## src/rtl/core_ctrl_seq_if.sv

```systemverilog
// Instruction fetch channel between core_ctrl_seq and the instruction memory.
// master: sequencer side (drives request and address)
// slave : memory side (returns valid and instruction word)
interface core_ctrl_seq_if #(
    parameter int WIDTH    = 8,
    parameter int PC_WIDTH = 6
);
    logic                instr_req;
    logic [PC_WIDTH-1:0] pc;
    logic                instr_valid;
    logic [WIDTH-1:0]    instr_data;

    modport master (
        output instr_req,
        output pc,
        input  instr_valid,
        input  instr_data
    );

    modport slave (
        input  instr_req,
        input  pc,
        output instr_valid,
        output instr_data
    );
endinterface

```

## src/rtl/core_ctrl_seq.sv

```systemverilog
// core_ctrl_seq: per-core instruction sequencer.
// Fetches 8-bit instructions, decodes them, and drives the one-hot ALU
// opcode, operand bus select and accumulator write strobe.
// Optional feature: define CORE_CTRL_TRAP_EN to trap illegal opcodes into
// HALT with a sticky illegal flag; otherwise illegal opcodes act as NOP.
module core_ctrl_seq #(
    parameter int WIDTH      = 8,
    parameter int PC_WIDTH   = 6,
    parameter int MUL_CYCLES = 3
) (
    input  logic                 clk,
    input  logic                 rst,
    input  logic                 start,
    core_ctrl_seq_if.master      fetch,
    output logic [3:0]           alu_op,
    output logic [3:0]           bus_sel,
    output logic                 ac_we,
    output logic                 busy,
    output logic                 halted,
    output logic                 illegal
);

    typedef enum logic [2:0] {
        S_IDLE,
        S_FETCH,
        S_DECODE,
        S_EXEC,
        S_HALT
    } state_t;

    state_t              r_state;
    state_t              w_next;
    logic [PC_WIDTH-1:0] r_pc;
    logic [WIDTH-1:0]    r_instr;
    logic [3:0]          r_op;
    logic [3:0]          r_cnt;
    logic [3:0]          w_opc;
    logic [3:0]          w_op_dec;
    logic                w_req;
    logic [3:0]          w_alu;
    logic [3:0]          w_bus;
    logic                w_we;
    logic                w_busy;
    logic                w_halted;
`ifdef CORE_CTRL_TRAP_EN
    logic                r_illegal;
    logic                w_trap;
`endif

    assign w_opc = r_instr[7:4];

    // Opcode to one-hot ALU operation; zero for anything that does not execute
    always_comb begin
        w_op_dec = 4'b0000;
        case (w_opc)
            4'h1:    w_op_dec = 4'b0001;
            4'h2:    w_op_dec = 4'b0010;
            4'h3:    w_op_dec = 4'b0100;
            4'h4:    w_op_dec = 4'b1000;
            default: w_op_dec = 4'b0000;
        endcase
    end

    // State register
    always_ff @(posedge clk) begin
        if (rst) begin
            r_state <= S_IDLE;
        end else begin
            r_state <= w_next;
        end
    end

    // Next-state and state-decoded outputs
    always_comb begin
        w_next   = r_state;
        w_req    = 1'b0;
        w_alu    = 4'b0000;
        w_bus    = 4'b0000;
        w_we     = 1'b0;
        w_busy   = 1'b0;
        w_halted = 1'b0;
`ifdef CORE_CTRL_TRAP_EN
        w_trap   = 1'b0;
`endif
        case (r_state)
            S_IDLE: begin
                if (start) w_next = S_FETCH;
            end
            S_FETCH: begin
                w_req  = 1'b1;
                w_busy = 1'b1;
                if (fetch.instr_valid) w_next = S_DECODE;
            end
            S_DECODE: begin
                w_busy = 1'b1;
                if (w_opc == 4'h0) begin
                    w_next = S_FETCH;
                end else if (w_op_dec != 4'b0000) begin
                    w_next = S_EXEC;
                end else if (w_opc == 4'hF) begin
                    w_next = S_HALT;
                end else begin
`ifdef CORE_CTRL_TRAP_EN
                    w_trap = 1'b1;
                    w_next = S_HALT;
`else
                    w_next = S_FETCH;
`endif
                end
            end
            S_EXEC: begin
                w_busy = 1'b1;
                w_alu  = r_op;
                w_bus  = r_instr[3:0];
                if (r_cnt == 4'd1) begin
                    w_we   = 1'b1;
                    w_next = S_FETCH;
                end
            end
            S_HALT: begin
                w_halted = 1'b1;
                if (start) w_next = S_FETCH;
            end
            default: w_next = S_IDLE;
        endcase
    end

    // Program counter, instruction latch, decoded op and stall counter
    always_ff @(posedge clk) begin
        if (rst) begin
            r_pc    <= '0;
            r_instr <= '0;
            r_op    <= '0;
            r_cnt   <= '0;
        end else begin
            case (r_state)
                S_IDLE, S_HALT: begin
                    if (start) r_pc <= '0;
                end
                S_FETCH: begin
                    if (fetch.instr_valid) begin
                        r_instr <= fetch.instr_data;
                        r_pc    <= r_pc + PC_WIDTH'(1);
                    end
                end
                S_DECODE: begin
                    r_op  <= w_op_dec;
                    r_cnt <= (w_opc == 4'h2) ? 4'(MUL_CYCLES) : 4'd1;
                end
                S_EXEC: begin
                    r_cnt <= r_cnt - 4'd1;
                end
                default: ;
            endcase
        end
    end

`ifdef CORE_CTRL_TRAP_EN
    // Sticky illegal flag: set on trap, cleared by reset or restart from HALT
    always_ff @(posedge clk) begin
        if (rst) begin
            r_illegal <= 1'b0;
        end else if (w_trap) begin
            r_illegal <= 1'b1;
        end else if (r_state == S_HALT && start) begin
            r_illegal <= 1'b0;
        end
    end
    assign illegal = r_illegal;
`else
    assign illegal = 1'b0;
`endif

    assign fetch.instr_req = w_req;
    assign fetch.pc        = r_pc;
    assign alu_op          = w_alu;
    assign bus_sel         = w_bus;
    assign ac_we           = w_we;
    assign busy            = w_busy;
    assign halted          = w_halted;

endmodule

```

## src/flat_wrapper.sv

```systemverilog
// flat-port wrapper written by rule: the top's interface ports become plain ports
module core_ctrl_seq_flat 
#(
    parameter int WIDTH      = 8,
    parameter int PC_WIDTH   = 6,
    parameter int MUL_CYCLES = 3
)
  (clk, rst, start, alu_op, bus_sel, ac_we, busy, halted, illegal, fetch_instr_req, fetch_pc, fetch_instr_valid, fetch_instr_data);
  core_ctrl_seq_if #(.WIDTH(WIDTH), .PC_WIDTH(PC_WIDTH)) fetch_i ();
  input  logic clk;
  input  logic rst;
  input  logic start;
  output logic [3:0] alu_op;
  output logic [3:0] bus_sel;
  output logic ac_we;
  output logic busy;
  output logic halted;
  output logic illegal;
  output wire logic [$bits(fetch_i.instr_req)-1:0] fetch_instr_req;
  output wire logic [$bits(fetch_i.pc)-1:0] fetch_pc;
  input wire logic [$bits(fetch_i.instr_valid)-1:0] fetch_instr_valid;
  input wire logic [$bits(fetch_i.instr_data)-1:0] fetch_instr_data;
  assign fetch_instr_req = fetch_i.instr_req;
  assign fetch_pc = fetch_i.pc;
  assign fetch_i.instr_valid = fetch_instr_valid;
  assign fetch_i.instr_data = fetch_instr_data;
  core_ctrl_seq #(.WIDTH(WIDTH), .PC_WIDTH(PC_WIDTH), .MUL_CYCLES(MUL_CYCLES)) u_core (.clk(clk), .rst(rst), .start(start), .fetch(fetch_i), .alu_op(alu_op), .bus_sel(bus_sel), .ac_we(ac_we), .busy(busy), .halted(halted), .illegal(illegal));
endmodule
```

## config.mk

```make
export PLATFORM = sky130hd
export DESIGN_NAME = core_ctrl_seq_flat
export DESIGN_NICKNAME = d
export VERILOG_FILES = /design/src/rtl/core_ctrl_seq_if.sv /design/src/rtl/core_ctrl_seq.sv /design/src/flat_wrapper.sv
export SDC_FILE = /design/constraint.sdc
export NUM_CORES = 1
export LEC_CHECK = 0
export ABC_AREA = 1
export CAP_MARGIN = 20
export CELL_PAD_IN_SITES_DETAIL_PLACEMENT = 1
export CELL_PAD_IN_SITES_GLOBAL_PLACEMENT = 2
export CORE_ASPECT_RATIO = 1.2
export CORE_MARGIN = 3
export CORE_UTILIZATION = 28
export DETAILED_ROUTE_END_ITERATION = 7
export MAX_ROUTING_LAYER = met4
export PLACE_DENSITY_LB_ADDON = 0.3
export SETUP_SLACK_MARGIN = 0.5
export SLEW_MARGIN = 20
export SYNTH_ARGS = -nofsm -noshare
export SYNTH_HDL_FRONTEND = slang
export SYNTH_SLANG_ARGS = --single-unit
```

## constraint.sdc

```tcl
create_clock -name clk -period 1.64 [get_ports clk]
set_input_delay 0.246 -clock clk [delete_from_list [all_inputs] [get_ports clk]]
set_output_delay 0.246 -clock clk [all_outputs]
set_load 0.01 [all_outputs]
```

==> results.md <==
## Run status
- run status: complete, no violations

## Critical path
- required time reported for the critical path endpoint: 1.39 ns
- slowest stage cell on the critical path: dfxtp_2
- type of the worst setup path: reg -> out
- data arrival time of the critical path: 1.17 ns
- crit end category: output port
- longest individual stage delay on the worst path: 0.36 ns
- cells traversed along the worst timing path: nand2_2 -> nor2_4 -> inv_4 -> nor2_2 -> buf_2
- CP Max Fanout: 5
- launching element type of the critical path: flop

## Pwr
- areal power density over the cells: 947 nW/µm²
- worst supply voltage drop on vdd: 0.316 mV
- static leakage power: 0.884 nW
- Final Total Pwr: 2.00 mW

## Die
- core region area: 4360 µm²
- total die area: 5510 µm²
- # rows: 26
- Die X: 68.3 µm
- Boundary Pins: 31
- vertical extent of the die: 80.7 µm
- starting density of the core: 0.299

## Clock network
- hold_buf cts: 0
- number of clock sinks: 25
- htree depth: 1
- source-to-sink clock delay at the later pin of the worst-skew pair: 0.27 ns
- Max Buffers Root-to-Sink: 2
- cts bufs inserted: 3
- clock-pin slew on the worst setup and hold paths: 0.10 ns
- root buf cell: clkbuf_8
- CTS tree: done

## GRT
- number of global-route vias before repair: 1,484
- global-route wire length before repair: 6670 µm
- initial antenna violation count: 0
- global-route usage over all layers: 0.163
- gr ovfl total: 0
- pin count of the biggest net entering global routing: 16

## Detailed routing
- drt total wl: 4080 µm
- detailed-router iteration count before antenna repair: 3
- drc violations: 0
- total via count after detailed routing: 1,377
- routed vias/inst: 4.54
- number of design-rule violations left by the first detailed-router iteration: 24
- number of nets with antenna violations after routing: 0
- post-DR wirelength/cell: 13.5 µm

## Placed design
- routability congestion estimate from global placement: 0.778
- number of I/O port buffers: 29
- Placed Cells: 274
- half-perimeter wire length of the detailed placement result: 2720 µm

## STA
- Final Hold Violating Endpoints: 0
- Min Clock Period, post-route: 1.42 ns
- total negative slack for setup checks: 0 ns
- worst clock skew on the final layout: 0.00554 ns
- final count of pins violating max slew: 0
- unrepaired setup endpoints after global routing: true
- number of setup violations in the final report: 0
- fin crit share: 0.864
- Max Clk Rate: 0.706 GHz

## Cells and area
- layout overhead on the synthesized area: 62.2%
- number of fillers in the final layout: 534
- Storage cell area: 527 µm²
- ant diodes: 0
- layout cells sized above 1: 0.498
- layout net count: 263
- utilization after layout: 0.485
- area of combinational cells with multiple inputs: 830 µm²
- final instance count without filler cells: 303

## Synth
- combined area of all synthesized cells: 1300 µm²
- register bit total from synthesis: 25
- Synth Instances: 186
- number of nets produced by synthesis: 201
- number of flops mapped to enable cells by yosys: 0
- yosys synthesis warning count: 0
- sequential area share after synthesis: 0.384
- number of distinct library cells after synthesis: 26
- most used flip-flop cell after synthesis: dfxtp_1
- synthesized area per cell: 7.00 µm²
- async set or reset register ratio after synthesis: 0

## Flow run
- max-capacitance violation count: 0

## Worst hold path
- Tightest Hold Check Type: in -> reg

==> cell type report <==
class	instances	area share
well taps	56	0.0332
flip-flops and latches	25	0.249
clock buffers	3	0.0195
inverters	32	0.0604
clock inverters	1	0.00355
repair buffers	59	0.239
repair inverters	1	0.00296
multi-input cells	126	0.393
==> placed cells by master (no fill, tap or decap), types with 3 or more instances in the layout <==
cell             count
nand2_1             25
nand2_4              4
nand2_2              5
o21ai_2              5
dfxtp_4              5
o21ai_1              5
nand3_2              5
a21oi_1              9
inv_1               24
buf_4               18
nand4_1              3
a21oi_2              7
buf_2               12
nor2_4               5
dfxtp_1             14
buf_6               14
clkbuf_8             3
nor2_1              17
clkdlybuf4s50_1     10
nand3_1              4
nor2_2              13
inv_2                6
dfxtp_2              6
==> power by group <==
group	total (mW)	internal (mW)	switching (mW)
clock network	0.383	0.172	0.211
registers	0.711	0.669	0.0417
logic	0.908	0.418	0.491
==> metal layers <==
layer	GRT usage	vias to the layer above	share of wire
li1	-	711	-
met1	0.178	639	0.40
met2	0.301	21	0.56
met3	0.0168	6	0.022
met4	0.0517	0	0.017
met5	-	-	0
==> registers in the layout, summed over array words and instances (netlist names) <==
| name | cells |
|---|---|
| u_core.r_cnt | 4 |
| u_core.r_state | 3 |
| u_core.fetch.pc | 6 |
| u_core.r_instr | 8 |
| u_core.r_op | 4 |
==> kinds of logic (layout without fill, tap and decap cells) <==
group           Yosys count  after routing  synth area share
simple gates             87             89             0.328
buf+inv                  37             96             0.123
compound gates           32             32             0.127
flops                    25             25             0.384
fa+ha+maj                 3              3            0.0288
other cells               1              1           0.00288
xor+xnor                  1              1           0.00673
==> repair_timing <==
action	CTS	global route
resized for setup	114	35
pin swaps	16	12
buffers inserted	13	9
cloned	3	0
hold endpoints to repair	0	0
setup endpoints to repair	43	42
==> critical path: cells and delay by family (launching register included) <==
family / cells / cell delay [ns]
flip-flops: 1 / 0.36
buffers and inverters: 2 / 0.21
AND/OR/NAND/NOR: 3 / 0.32
==> Yosys cell counts, drive strengths merged (2+ instances only) <==
library cell / count / area [µm²]
nand2: 34 / 151
ha: 3 / 37.5
nand3: 10 / 67.6
inv: 32 / 120
o21ai: 13 / 65.1
nand3b: 2 / 15.0
clkbuf: 2 / 10.0
nand4: 3 / 18.8
o22ai: 2 / 12.5
nor2: 35 / 159
nor3: 3 / 15.0
a21oi: 16 / 80.1
dfxtp: 25 / 500
buf: 3 / 30.0
==> per-stage QoR <==
stage	setup slack [ns]	hold slack, ns	instance area (µm²)
floorplan	0.517	0.389	1330
global placement	0.0779	0.459	1710
detailed placement	0.0395	0.473	1710
CTS	0.171	0.457	1970
global route	0.135	0.300	2110
finish	0.223	0.289	2110
==> worst paths after layout <==
path	from	end	slack (ns)	cells after the start
max	u_core.r_state[1]$_SDFFE_PP0P_	alu_op[1]	0.22	5
min	rst	u_core.r_instr[4]$_SDFFE_PP0P_	0.29	2
max reg2reg	u_core.r_state[1]$_SDFFE_PP0P_	u_core.r_instr[1]$_SDFFE_PP0P_	0.26	7
min reg2reg	u_core.r_cnt[0]$_SDFFE_PP0P_	u_core.r_cnt[0]$_SDFFE_PP0P_	0.47	1
No activity file was read; power rests on OpenSTA's default activity.
